### src/rtl/player_draw_ctl.sv
`default_nettype none
// +----------------------------------------------------------------------------+
// | Module      : player_draw_ctl                                              |
// | Description : Player sprite sequencing stage of the VGA pixel pipeline.    |
// |               Generates the sprite ROM address and latches position and    |
// |               facing once per frame. Aligns the pixel stream with the      |
// |               one-cycle ROM read and overlays the sprite pixel, using a    |
// |               colour key for transparency.                                 |
// | Ports       : clk, rst                       - pixel clock, sync reset (H) |
// |               hcount_in/vcount_in            - current pixel coordinates  |
// |               hsync/vsync/hblnk/vblnk_in     - timing signals             |
// |               rgb_in                         - background pixel           |
// |               xpos/ypos                      - sprite top-left corner     |
// |               move_left/move_right           - direction requests         |
// |               rom_address                    - sprite ROM address (1 cyc) |
// |               rom_rgb/rom_rgb2               - ROM data right/left image  |
// |               *_out                          - 3-cycle delayed pixel data |
// |               facing_left                    - committed facing direction |
// | Revision    : 1.0 - initial release                                        |
// +----------------------------------------------------------------------------+
module player_draw_ctl #(
  parameter int          SPRITE_W  = 64,
  parameter int          SPRITE_H  = 64,
  parameter logic [11:0] KEY_COLOR = 12'hF0F
) (
  input  logic        clk,
  input  logic        rst,
  input  logic [10:0] hcount_in,
  input  logic [10:0] vcount_in,
  input  logic        hsync_in,
  input  logic        vsync_in,
  input  logic        hblnk_in,
  input  logic        vblnk_in,
  input  logic [11:0] rgb_in,
  input  logic [10:0] xpos,
  input  logic [10:0] ypos,
  input  logic        move_left,
  input  logic        move_right,
  output logic [11:0] rom_address,
  input  logic [11:0] rom_rgb,
  input  logic [11:0] rom_rgb2,
  output logic [10:0] hcount_out,
  output logic [10:0] vcount_out,
  output logic        hsync_out,
  output logic        vsync_out,
  output logic        hblnk_out,
  output logic        vblnk_out,
  output logic [11:0] rgb_out,
  output logic        facing_left
);

  localparam logic [11:0] SPRITE_W12 = 12'(SPRITE_W);
  localparam logic [11:0] SPRITE_H12 = 12'(SPRITE_H);

  typedef enum logic [0:0] {
    FACE_RIGHT = 1'b0,
    FACE_LEFT  = 1'b1
  } face_state_t;

  face_state_t state, state_nxt;

  logic        req_left, req_left_nxt;
  logic        vsync_prev;
  logic        vs_rise;
  logic [10:0] x_lat, y_lat;

  // Stage 1 combinational terms
  logic [11:0] h12, v12, xl12, yl12;
  logic [5:0]  rel_x, rel_y;
  logic        in_box;

  // Delay line; timing packed as {hsync, vsync, hblnk, vblnk}
  logic [3:0]  tim_d1, tim_d2;
  logic [10:0] hcount_d1, hcount_d2, vcount_d1, vcount_d2;
  logic [11:0] rgb_d1, rgb_d2;
  logic        in_box_d1, in_box_d2;
  logic        facing_d1, facing_d2;

  logic [11:0] pix;

  // ---------------------------------------------------------------------------
  // Direction request and frame commit
  // ---------------------------------------------------------------------------
  always_comb begin
    req_left_nxt = req_left;
    if (move_left && !move_right) begin
      req_left_nxt = 1'b1;
    end else if (move_right && !move_left) begin
      req_left_nxt = 1'b0;
    end
  end

  assign vs_rise = vsync_in & ~vsync_prev;

  always_ff @(posedge clk) begin
    if (rst) begin
      req_left   <= 1'b0;
      vsync_prev <= 1'b0;
      x_lat      <= '0;
      y_lat      <= '0;
    end else begin
      req_left   <= req_left_nxt;
      vsync_prev <= vsync_in;
      if (vs_rise) begin
        x_lat <= xpos;
        y_lat <= ypos;
      end
    end
  end

  // ---------------------------------------------------------------------------
  // Facing FSM; commits the request value including this cycle's request
  // ---------------------------------------------------------------------------
  always_ff @(posedge clk) begin
    if (rst) begin
      state <= FACE_RIGHT;
    end else begin
      state <= state_nxt;
    end
  end

  always_comb begin
    state_nxt   = state;
    facing_left = 1'b0;
    case (state)
      FACE_RIGHT: begin
        if (vs_rise && req_left_nxt) begin
          state_nxt = FACE_LEFT;
        end
      end
      FACE_LEFT: begin
        facing_left = 1'b1;
        if (vs_rise && !req_left_nxt) begin
          state_nxt = FACE_RIGHT;
        end
      end
      default: state_nxt = FACE_RIGHT;
    endcase
  end

  // ---------------------------------------------------------------------------
  // Stage 1: box test and ROM address. 12-bit compares keep a sprite near the
  // right/bottom screen edge from wrapping around to coordinate 0.
  // ---------------------------------------------------------------------------
  assign h12  = {1'b0, hcount_in};
  assign v12  = {1'b0, vcount_in};
  assign xl12 = {1'b0, x_lat};
  assign yl12 = {1'b0, y_lat};

  // Only the low six bits of the offset address the ROM; they depend only on
  // the low six bits of the operands.
  assign rel_x = hcount_in[5:0] - x_lat[5:0];
  assign rel_y = vcount_in[5:0] - y_lat[5:0];

  assign in_box = (h12 >= xl12) && (h12 < xl12 + SPRITE_W12) &&
                  (v12 >= yl12) && (v12 < yl12 + SPRITE_H12);

  always_ff @(posedge clk) begin
    if (rst) begin
      rom_address <= '0;
      tim_d1      <= '0;
      hcount_d1   <= '0;
      vcount_d1   <= '0;
      rgb_d1      <= '0;
      in_box_d1   <= 1'b0;
      facing_d1   <= 1'b0;
    end else begin
      rom_address <= in_box ? {rel_y, rel_x} : 12'h000;
      tim_d1      <= {hsync_in, vsync_in, hblnk_in, vblnk_in};
      hcount_d1   <= hcount_in;
      vcount_d1   <= vcount_in;
      rgb_d1      <= rgb_in;
      in_box_d1   <= in_box;
      facing_d1   <= facing_left;
    end
  end

  // ---------------------------------------------------------------------------
  // Stage 2: ROM registers its data while the side-band advances.
  // ---------------------------------------------------------------------------
  always_ff @(posedge clk) begin
    if (rst) begin
      tim_d2    <= '0;
      hcount_d2 <= '0;
      vcount_d2 <= '0;
      rgb_d2    <= '0;
      in_box_d2 <= 1'b0;
      facing_d2 <= 1'b0;
    end else begin
      tim_d2    <= tim_d1;
      hcount_d2 <= hcount_d1;
      vcount_d2 <= vcount_d1;
      rgb_d2    <= rgb_d1;
      in_box_d2 <= in_box_d1;
      facing_d2 <= facing_d1;
    end
  end

  // ---------------------------------------------------------------------------
  // Stage 3: composite. Image selection uses the facing sampled with the pixel
  // so a commit between stages cannot mix images within one pixel.
  // ---------------------------------------------------------------------------
  assign pix = facing_d2 ? rom_rgb2 : rom_rgb;

  always_ff @(posedge clk) begin
    if (rst) begin
      hcount_out <= '0;
      vcount_out <= '0;
      hsync_out  <= 1'b0;
      vsync_out  <= 1'b0;
      hblnk_out  <= 1'b0;
      vblnk_out  <= 1'b0;
      rgb_out    <= '0;
    end else begin
      hcount_out <= hcount_d2;
      vcount_out <= vcount_d2;
      hsync_out  <= tim_d2[3];
      vsync_out  <= tim_d2[2];
      hblnk_out  <= tim_d2[1];
      vblnk_out  <= tim_d2[0];
      if (in_box_d2 && !tim_d2[1] && !tim_d2[0] && (pix != KEY_COLOR)) begin
        rgb_out <= pix;
      end else begin
        rgb_out <= rgb_d2;
      end
    end
  end

endmodule
`default_nettype wire

### config.mk
export PLATFORM = sky130hd
export DESIGN_NAME = player_draw_ctl
export DESIGN_NICKNAME = d
export VERILOG_FILES = /design/src/rtl/player_draw_ctl.sv
export SDC_FILE = /design/constraint.sdc
export NUM_CORES = 1
export LEC_CHECK = 0
export CAP_MARGIN = 20
export CORE_ASPECT_RATIO = 2
export CORE_MARGIN = 1
export CORE_UTILIZATION = 45
export CTS_CLUSTER_SIZE = 30
export DETAILED_ROUTE_END_ITERATION = 8
export HOLD_SLACK_MARGIN = 0.15
export PLACE_DENSITY = 0.87
export SLEW_MARGIN = 5
export SYNTH_ARGS = -nofsm -noshare
export SYNTH_HDL_FRONTEND = slang
export SYNTH_SLANG_ARGS = --single-unit
### constraint.sdc
create_clock -name clk -period 2.14 [get_ports clk]
set_input_delay 0.428 -clock clk [delete_from_list [all_inputs] [get_ports clk]]
set_output_delay 0.428 -clock clk [all_outputs]
set_load 0.05 [all_outputs]
### Word level (Yosys, flattened, before mapping)

Index checks and enable logic that the tools add are counted.

| storage, ports and cells | value |
|---|---|
| register bits | 155 |
| logic and storage cells | 62 |

| cells by class | value |
|---|---|
| magnitude comparators | 4 |
| multiplexer cells | 8 |
| eq/ne operators | 1 |
| reductions and logical operators | 16 |
| add/sub/neg operators | 4 |
| bitwise operators | 4 |

Operator list:

| cell | count |
|---|---|
| adder 11 x 7 -> 12 bit, second input constant | 2 |
| < comparator 11 x 12 -> 1 bit | 2 |
| two-way mux 12 bit | 2 |
| greater-or-equal comparator 11 bit | 2 |
| != test 12 bit, second input constant | 1 |
| subtractor 6 bit | 2 |
| logical AND 1 bit | 10 |
| zero test 1 bit | 5 |
| two-way mux 1 bit | 5 |
| inverter 1 bit | 3 |
| one-hot mux 1 bit (2 select lines) | 1 |
| OR reduction 2 bit | 1 |
| bitwise AND 1 bit | 1 |

### Longest topological paths before layout

Gate-level depths: netlist (run 1).

| depth | value |
|---|---|
| word-level depth | 8 |
| depth in mapped cells | 10 |

### Worst setup path after synthesis (run 1)

OpenSTA, ideal clock, no wires.

| timing path | value |
|---|---|
| path kind | input port to flip-flop |
| start point | input port vcount_in[0] |
| end point | register rom_address[3] |
| path slack | 19 ps |
| data arrival time | 1993 ps |
| buffers on the path | 1 |
| data required time | 2012 ps |
| stages on the path | 9 |
| library setup time | 128 ps |
| path through | inv_1 > ha_1 > fa_1 > nand2b_1 > a21oi_1 > a211oi_1 > o21ai_1 > buf_4 > nor4_2 |

| between the ends | value |
|---|---|
| word-level cells in the longest chain between the ends | 5 |
| elaborated cells between the ends (all ways) | 6 |

Ends and longest elaborated chain:

| item | RTL line | RTL |
|---|---|---|
| start: declaration | 29 | `input logic [10:0] vcount_in,` |
| greater-or-equal comparator 11 bit | 156 | `(v12 >= yl12) && (v12 < yl12 + SPRITE_H12);` |
| logical AND 1 bit | 155 | `assign in_box = (h12 >= xl12) && (h12 < xl12 + SPRITE_W12) &&` |
| logical AND 1 bit * | 156 |  |
| inverter 1 bit (no line) * | -- |  |
| OR reduction 2 bit (no line) * | -- |  |
| end signal: assignment | 168 | `rom_address <= in_box ? {rel_y, rel_x} : 12'h000;` |
| end: declaration | 39 | `output logic [11:0] rom_address,` |

Every way passes the cells marked *; elsewhere a longest branch is shown, timed or not.
A chain may end at the register's enable or synchronous reset.

### Worst setup path in the final report (run 1)

| timing path | value |
|---|---|
| start point | register x_lat[6] |
| end point | register rom_address[5] |

| between the ends | value |
|---|---|
| word-level cells in the longest chain between the ends | 7 |
| elaborated cells between the ends (all ways) | 8 |

Ends and longest elaborated chain:

| item | RTL line | RTL |
|---|---|---|
| start: declaration | 65 | `logic [10:0] x_lat, y_lat;` |
| start signal: assignment | 105 | `x_lat <= xpos;` |
| adder 11 x 7 -> 12 bit | 155 |  |
| < comparator 11 x 12 -> 1 bit | 155 |  |
| logical AND 1 bit * (2 in series) | 155 |  |
| logical AND 1 bit * | 156 |  |
| inverter 1 bit (no line) * | -- |  |
| OR reduction 2 bit (no line) * | -- |  |

Marked as above.

==> results of run 1 <==
per-layer routing:
layer	track usage	up-vias
met1	0.194	2122
met4	0.114	0
met2	0.434	126
met3	0.0407	36
li1	-	2279
met5	0	-
kinds of logic after synthesis:
kind of cell,Yosys count,synth area share
buffers and inverters,54,0.0389
adder cells (fa/ha/maj),36,0.0787
XOR/XNOR,11,0.0163
AND/OR/NAND/NOR,234,0.233
AO/OA/AOI/OAI,76,0.0912
flip-flops,154,0.521
multiplexers,12,0.0203
worst max path at each step:
stage | from | end | slack, ns | depth (start not counted)
3_3_place_gp | vcount_in[0] | rom_address[2] | -0.46 | 10
6_report | x_lat[6] | rom_address[5] | -0.02 | 11
2_1_floorplan | vcount_in[0] | rom_address[3] | 0.02 | 9
4_1_cts | hcount_in[0] | rom_address[5] | -0.02 | 10
3_5_place_dp | vcount_in[0] | rom_address[3] | -0.46 | 10
5_1_grt | x_lat[7] | rom_address[3] | -0.09 | 10
sequential cells by signal, summed over array words and instances, names as in the netlist, 4 cells and up, named ones only:
name and count:
rgb_d1 12, rgb_d2 12, rgb_out 12, rom_address 12, hcount_d1 11, hcount_d2 11
hcount_out 11, vcount_d1 11, vcount_d2 11, vcount_out 11, x_lat 11, y_lat 11
tim_d1 4, tim_d2 4
repair_timing:
action | in CTS | in global routing
buffers inserted | 1 | 2
endpoints found under the setup margin | 13 | 13
cloned | 0 | 1
resized for setup | 12 | 23
pin swaps | 5 | 18
where the power goes:
part	leakage (nW)	internal [mW]	switching [mW]
registers	1.27	2.99	0.0442
logic	1.75	0.516	0.540
clock network	0.266	1.57	1.21
total	3.28	5.08	1.79
worst max-delay path, delay by kind of cell (launching register included):
family / cells / cell delay (ns)
and+or+nand+nor: 3 / 0.44
adders and majority gates: 2 / 0.40
DFF: 1 / 0.36
AOI/OAI and AO/OA: 3 / 0.34
buffers and inverters: 2 / 0.33
xor gates and xnor gates: 1 / 0.20
cell usage in the layout, fill, tap and decap left out, drive strengths merged, types with 3 or more instances in the layout:
master         netlist  routed
nor3                 3       3
buf                  6      46
nand2b               5       5
xnor2                9       9
ha                  34      34
inv                 28      35
nor4                12      12
dfxtp              154     154
or4b                 3       3
clkdlybuf4s50        0     136
clkbuf              20      20
mux2i               12      12
a21oi               39      39
clkinvlp             0       4
a211oi              15      15
nand4                6       6
nand3               12      12
nor2b              105     105
nand2               51      51
o21ai                6       6
nor2                29      29
layout make-up:
class	instances	area [um2]
timing repair buffer	184	1810
tap	150	188
multi-input combinational	369	2780
clock inverter	13	108
inverter	28	105
sequential	154	3090
fill	973	4170
clock buffer	19	453
through the flow:
stage	total power, mW	util	cells
floorplan	3.64	-	577
global placement	4.06	0.609	881
detailed placement	4.09	0.609	881
CTS	6.90	0.659	914
global route	7.17	0.671	917
finish	6.87	0.671	917
==> impl_metrics.env, run 1 <==
export IMPL_cts_sinks=154
export IMPL_worstSetupEndpointType="register"
export IMPL_cts_tree="yes"
export IMPL_stdcell_area_mm2=0.00853
export IMPL_cts_hold_fix_buffers=0
export IMPL_yosys_register_bits=154
export IMPL_initial_core_util=0.466
export IMPL_routedWlPerCell_um=15.2
export IMPL_drtPass1Iterations=6
export IMPL_cts_buffers=17
export IMPL_die_w_um=83.1
export IMPL_syn_nets=701
export IMPL_syn_inst=577
export IMPL_finalSetupViolCount=1
export IMPL_route_met2_wl_mm=8.23
export IMPL_rr_startpoint="x_lat[6]"
export IMPL_routed_via_density=4.98
export IMPL_slowest_delay_ns=0.36
export IMPL_rsz0062_at_grt="yes"
export IMPL_highest_signal_layer="met4"
export IMPL_worst_skew_pair_late_latency_ns=0.41
export IMPL_rows=58
export IMPL_finalCritPeriodShare=1.01
export IMPL_synth_area_leader_cell="dfxtp_1"
export IMPL_synthDistinctLibCells=51
export IMPL_reg2reg_slack_ns=-0.02
export IMPL_dp_hpwl_mm=10.4
export IMPL_finClkSkew_ns=0.00982
export IMPL_first_iter_violations=183
export IMPL_place_ws_ns=-0.462
export IMPL_yosysWarnings=0
export IMPL_clk_path_buf_depth=2
export IMPL_drc=0
export IMPL_cp_slowest_cell="dfxtp_2"
export IMPL_fin_hold_ws_ns=0.411
export IMPL_postSynthAreaPerCell_um2=10.2
export IMPL_clk_pin_slew_ns=0.06
export IMPL_wl_mm=13.9
export IMPL_nNetsFinal=878
export IMPL_worstPathCellList="ha_4 -> nand3_2 -> xnor2_2 -> ha_4 -> buf_4 -> nand4_1 -> a21oi_2 -> o211ai_1 -> o21ai_1 -> buf_4 -> nor4_2"
export IMPL_synth_edf_count=0
export IMPL_grt_max_degree=142
export IMPL_antenna_found_initial=0
export IMPL_leakage_nw=3.28
export IMPL_synth_commonest_cells="dfxtp_1, nor2b_1, nand2_1"
export IMPL_track_usage=0.214
export IMPL_layout_drive_gt1_share=0.180
export IMPL_drt_met1_wl_mm=4.76
export IMPL_worst_pin_slew_ns=0.599
export IMPL_yosys_area_top_type_share=0.521
export IMPL_num_io_pins=139
export IMPL_arrival_ns=2.48
export IMPL_reg2reg_to="rom_address[5]"
export IMPL_synthArstFlopShare=0
export IMPL_fin_ws_ns=-0.0209
export IMPL_hp_class="in -> reg"
export IMPL_port_buffers=138
export IMPL_die_area_mm2=0.0136
export IMPL_layout_min_cycle_time_ns=2.16
export IMPL_gr_total_overflow=0
export IMPL_report_final_slew_viol_count=0
export IMPL_slew_headroom=0.601
export IMPL_reg2reg_depth=11
export IMPL_drv_cap=0
export IMPL_hold_path_end="hcount_d1[0]"
export IMPL_whs_path_depth=4
export IMPL_tns_ns=-0.0209
export IMPL_crit_type="reg -> reg"
export IMPL_synth_seq_area_share=0.521
export IMPL_synthTopCellsByArea="dfxtp_1, nor2b_1, ha_1"
export IMPL_p_per_area_mw_per_mm2=806
export IMPL_antenna_cells=0
export IMPL_grt_pass1_vias=4821
export IMPL_hold_viol=0
export IMPL_grt_first_pass_wirelength_mm=22.6
export IMPL_core_mm2=0.0127
export IMPL_status="finished, violations left"
export IMPL_chipHeight_um=164
export IMPL_path_max_fanout=7
export IMPL_violations="setup timing"
export IMPL_place_area_mm2=0.00773
export IMPL_start_kind="register"
export IMPL_place_congestion=0.888
export IMPL_required_ns=2.46
export IMPL_fmax_mhz=463
export IMPL_cts_root_buffer="clkbuf_16"
export IMPL_hold_start="hcount_in[0]"
export IMPL_cts_htree_levels=4
export IMPL_num_vias=4563
export IMPL_met3WireLength_um=451
export IMPL_post_synth_top_count_cell="dfxtp_1"
export IMPL_area_growth_pct=44.2
export IMPL_netlist_area_mm2=0.00591
export IMPL_vdd_drop_max_mv=0.674
export IMPL_synthFlopType="dfxtp_1"
export IMPL_antenna_left=0
Power figures use the tool's default switching activity.
==> run 2: changes to the inputs <==
- CORE_ASPECT_RATIO: 2 -> 1.25
==> impl_metrics.env, run 2 (synthesis gave the netlist of run 1 again) <==
export IMPL_wl_mm=13.8
export IMPL_slew_headroom=0.644
export IMPL_vdd_drop_max_mv=0.535
export IMPL_clk_pin_slew_ns=0.06
export IMPL_die_w_um=105
export IMPL_finalSetupViolCount=0
export IMPL_stdcell_area_mm2=0.00891
export IMPL_drc=0
export IMPL_drtPass1Iterations=4
export IMPL_cts_tree="yes"
export IMPL_required_ns=2.44
export IMPL_path_delay_family="compound AO/OA/AOI/OAI gates"
export IMPL_chipHeight_um=130
export IMPL_grt_pass1_vias=4572
export IMPL_cts_root_buffer="clkbuf_16"
export IMPL_finalCritPeriodShare=1.00
export IMPL_path_max_fanout=6
export IMPL_rows=46
export IMPL_worstPathCellList="buf_4 -> inv_2 -> ha_4 -> a21oi_1 -> nand2_1 -> a211o_1 -> a211oi_4 -> clkbuf_16 -> nor4b_4"
export IMPL_grt_max_degree=76
export IMPL_report_final_slew_viol_count=0
export IMPL_status="complete, no violations"
export IMPL_cts_sinks=154
export IMPL_fillerInstances=937
export IMPL_final_common_cell="dfxtp_1"
export IMPL_rsz0062_at_grt="yes"
export IMPL_antenna_cells=0
export IMPL_fmax_mhz=467
export IMPL_cts_htree_levels=4
export IMPL_initial_core_util=0.463
export IMPL_gr_total_overflow=0
export IMPL_p_per_area_mw_per_mm2=816
export IMPL_start_kind="register"
export IMPL_crit_type="reg -> reg"
export IMPL_num_io_pins=139
export IMPL_path_buf_inv=3
export IMPL_track_usage=0.200
export IMPL_hold_viol=0
export IMPL_layout_drive_gt1_share=0.209
export IMPL_first_iter_violations=188
export IMPL_cp_slowest_cell="a211oi_4"
export IMPL_clk_path_buf_depth=2
export IMPL_num_vias=4568
export IMPL_slowest_delay_ns=0.35
export IMPL_port_buffers=138
export IMPL_finClkSkew_ns=0.00962
export IMPL_place_congestion=0.822
export IMPL_worst_skew_pair_late_latency_ns=0.42
export IMPL_worstSetupEndpointType="register"
export IMPL_cts_buffers=17
export IMPL_routed_via_density=4.82
export IMPL_antenna_left=0
export IMPL_hp_class="in -> reg"
export IMPL_layout_min_cycle_time_ns=2.14
export IMPL_dp_hpwl_mm=9.63
export IMPL_mostFrequentLayoutCells="dfxtp_1, clkdlybuf4s50_1, nor2b_1"
export IMPL_antenna_found_initial=0
export IMPL_finish_utilization=0.698
export IMPL_die_area_mm2=0.0136
export IMPL_grt_first_pass_wirelength_mm=21.3
export IMPL_drv_cap=0
export IMPL_place_area_mm2=0.00779
export IMPL_leakage_nw=3.42
export IMPL_routedWlPerCell_um=14.5
export IMPL_worst_pin_slew_ns=0.532
export IMPL_nNetsFinal=891
export IMPL_arrival_ns=2.44
export IMPL_area_growth_pct=50.8
export IMPL_core_mm2=0.0128
run 2: cell count changes in the layout (fill, tap and decap cells not counted), moves of 2 or more:
cell	before	now
dfxtp_4	0	3
inv_6	6	3
nor3_1	3	1
nor4_2	8	3
dfxtp_1	150	146
nor4_4	4	9
a211oi_2	13	11
ha_4	4	6
buf_4	41	48
nor3_2	0	2
buf_6	0	5
nor4b_4	0	2
bufinv_16	0	3
a211oi_4	0	2
run 2: metrics by stage:
step,power [mW],cells,hold WS (ns),setup WS [ns],TNS [ns]
after floorplan,3.64,577,0.414,0.0195,0
after global placement,4.06,904,0.417,-0.385,-5.88
after detailed placement,4.09,904,0.420,-0.426,-6.43
after CTS,7.21,938,0.370,-0.0370,-0.173
after global routing,7.57,948,0.385,-0.0686,-0.451
final,7.27,948,0.388,0.000197,0
run 2: path summary, 6_finish.rpt:
kind / start / end / slack (ns) / cells after the start
hold reg to reg: hcount_d2[2] / hcount_out[2] / 0.43 / 1
setup reg to reg: y_lat[9] / rom_address[9] / 0.0002 / 9
setup / recovery: y_lat[9] / rom_address[9] / 0.0002 / 9
hold / removal: rst / hblnk_out / 0.39 / 2
run 2: layer usage:
layer | track usage | vias up | share of wire
met5 | 0 | - | 0
met4 | 0.0966 | 0 | 0.021
met3 | 0.0490 | 29 | 0.038
met2 | 0.370 | 126 | 0.53
met1 | 0.214 | 2107 | 0.41
li1 | - | 2306 | -
run 2: worst reg2reg max path, cell delays in order, from the launching register on:
cell and delay, ns:
dfxtp_2 0.34, buf_4 0.15, inv_2 0.09, ha_4 0.21, a21oi_1 0.18, nand2_1 0.09
a211o_1 0.33, a211oi_4 0.35, clkbuf_16 0.24, nor4b_4 0.05
run 2: area by class of cell:
class	instances	area, um2	share of cell area
clock buffers	20	457	0.0512
clock inverters	12	163	0.0182
inverters	28	105	0.0118
multi-input cells	369	2940	0.329
flip-flops and latches	154	3100	0.348
well taps	168	210	0.0236
repair buffers	197	1940	0.218
run 2: power by group:
| group | internal, mW | switching, mW |
|---|---|---|
| clock | 1.91 | 1.16 |
| combinational | 0.572 | 0.595 |
| sequential | 2.99 | 0.0455 |
run 2: what timing repair did:
item	CTS	global route
hold buffers	0	0
resized for setup	23	48
pin swaps	10	31
cloned	1	1
buffers inserted	1	9
setup endpoints to repair	13	13
==> run 3: changes to the inputs <==
- PLACE_DENSITY: 0.87 -> 0.76
==> impl_metrics.env, run 3 (synthesis gave the netlist of run 1 again) <==
export IMPL_first_iter_violations=183
export IMPL_drv_cap=0
export IMPL_cts_tree="yes"
export IMPL_hp_class="in -> reg"
export IMPL_finalSetupViolCount=0
export IMPL_worst_pin_slew_ns=0.578
export IMPL_cts_buffers=17
export IMPL_crit_type="reg -> reg"
export IMPL_rsz0062_at_grt="yes"
export IMPL_port_buffers=138
export IMPL_stdcell_count=940
export IMPL_cts_root_buffer="clkbuf_16"
export IMPL_post_place_cells=906
export IMPL_busiest_layer="met2"
export IMPL_clk_path_buf_depth=2
export IMPL_mostFrequentLayoutCells="dfxtp_1, clkdlybuf4s50_1, nor2b_1"
export IMPL_routed_via_density=4.76
export IMPL_vdd_drop_max_mv=0.442
export IMPL_layout_min_cycle_time_ns=2.14
export IMPL_worst_skew_pair_late_latency_ns=0.41
export IMPL_rows=46
export IMPL_finish_utilization=0.677
export IMPL_cts_hold_fix_buffers=0
export IMPL_report_final_slew_viol_count=0
export IMPL_hold_viol=0
export IMPL_cp_slowest_cell="dfxtp_2"
export IMPL_grt_max_degree=142
export IMPL_final_common_cell="dfxtp_1"
export IMPL_drtPass1Iterations=4
export IMPL_path_max_fanout=7
export IMPL_arrival_ns=2.44
export IMPL_slowest_delay_ns=0.35
export IMPL_dp_hpwl_mm=9.33
export IMPL_gr_total_overflow=0
export IMPL_drc=0
export IMPL_start_kind="register"
export IMPL_area_growth_pct=46.3
export IMPL_required_ns=2.44
export IMPL_fmax_mhz=468
export IMPL_layout_drive_gt1_share=0.184
export IMPL_path_delay_family="simple AND/OR/NAND/NOR gates"
export IMPL_finalCritPeriodShare=0.998
export IMPL_initial_core_util=0.463
export IMPL_place_congestion=0.799
export IMPL_grt_pass1_vias=4438
export IMPL_leakage_nw=3.34
export IMPL_cts_htree_levels=4
export IMPL_slew_headroom=0.615
export IMPL_antenna_found_initial=0
export IMPL_worstPathCellList="buf_4 -> nand3_4 -> xnor2_2 -> ha_1 -> nand3_1 -> nand3_2 -> a21oi_4 -> o31ai_4 -> buf_6 -> nor4_1"
export IMPL_gr_usage_met3=0.0534
export IMPL_antenna_cells=0
export IMPL_grt_use_met1=0.215
export IMPL_hold_start="hcount_in[2]"
export IMPL_nNetsFinal=883
export IMPL_num_vias=4478
export IMPL_startpoint="x_lat[6]"
export IMPL_gr_usage_met2=0.359
export IMPL_wl_mm=13.1
export IMPL_worstSetupEndpointType="register"
export IMPL_status="complete, no violations"
export IMPL_grt_first_pass_wirelength_mm=20.7
export IMPL_num_io_pins=139
export IMPL_die_w_um=105
export IMPL_chipHeight_um=130
export IMPL_clk_pin_slew_ns=0.06
export IMPL_antenna_left=0
export IMPL_cts_sinks=154
export IMPL_track_usage=0.195
export IMPL_routedWlPerCell_um=13.9
export IMPL_path_buf_inv=2
export IMPL_finClkSkew_ns=0.0106
export IMPL_core_mm2=0.0128
export IMPL_p_per_area_mw_per_mm2=823
export IMPL_rr_startpoint="x_lat[6]"
export IMPL_die_area_mm2=0.0136
## run 3: cell count changes in the layout (fill, tap and decap cells not counted), moves of 3 or more
cell        delta
clkinvlp_4     -3
nor4_2         +4
nor4_4         -5
buf_12         -3
dfxtp_4        -3
## run 3: per-layer routing
layer	vias to the layer above	routed length, um	share of wire
li1	2289	-	-
met1	2055	5520	0.42
met2	124	6810	0.52
met3	10	626	0.048
met4	0	137	0.010
met5	-	0	0
## run 3: path summary, 6_finish.rpt
path | end | slack (ns) | cells after the start
worst max register to register | rom_address[11] | 0.004 | 10
worst min-delay path | hcount_d1[2] | 0.36 | 2
worst min register to register | hcount_out[10] | 0.43 | 1
worst max-delay path | rom_address[11] | 0.004 | 10
## run 3: layout make-up
class,count,area (um2)
Fill cell,1000,4130
Timing Repair Buffer,189,1800
Clock inverter,12,163
Tap cell,168,210
Clock buffer,20,447
Inverter,28,105
Sequential cell,154,3090
Multi-Input combinational cell,369,2830
## run 3: report_power, final
group / internal (mW) / leakage (nW) / switching (mW) / total, mW
sequential: 2.99 / 1.27 / 0.0436 / 3.04
combinational: 0.520 / 1.78 / 0.543 / 1.06
clock: 1.88 / 0.292 / 1.14 / 3.02
total: 5.39 / 3.34 / 1.73 / 7.12
## run 3: worst register-to-register path, cell delays in order, from the launching register on
cell     delay [ns]
dfxtp_2        0.35
buf_4          0.15
nand3_4        0.08
xnor2_2        0.14
ha_1           0.34
nand3_1        0.12
nand3_2        0.10
a21oi_4        0.20
o31ai_4        0.11
buf_6          0.17
nor4_1         0.29
## run 3: repair_timing
action	4_1_cts	5_1_grt
gates cloned	1	0
endpoints found under the setup margin	12	13
resized for setup	17	31
pin swaps	10	21
setup buffers	0	2
## run 3: per-stage QoR
stage / worst slack [ns] / hold WS [ns] / setup TNS (ns) / power, mW / cell area (um2)
final: 0.00409 / 0.360 / 0 / 7.12 / 8650
after global routing: -0.0424 / 0.360 / -0.184 / 7.43 / 8650
after CTS: 0.000152 / 0.436 / 0 / 7.14 / 8470
after detailed placement: -0.421 / 0.422 / -7.24 / 4.08 / 7770
after global placement: -0.379 / 0.417 / -5.97 / 4.05 / 7770
after floorplan: 0.0195 / 0.414 / 0 / 3.64 / 5910
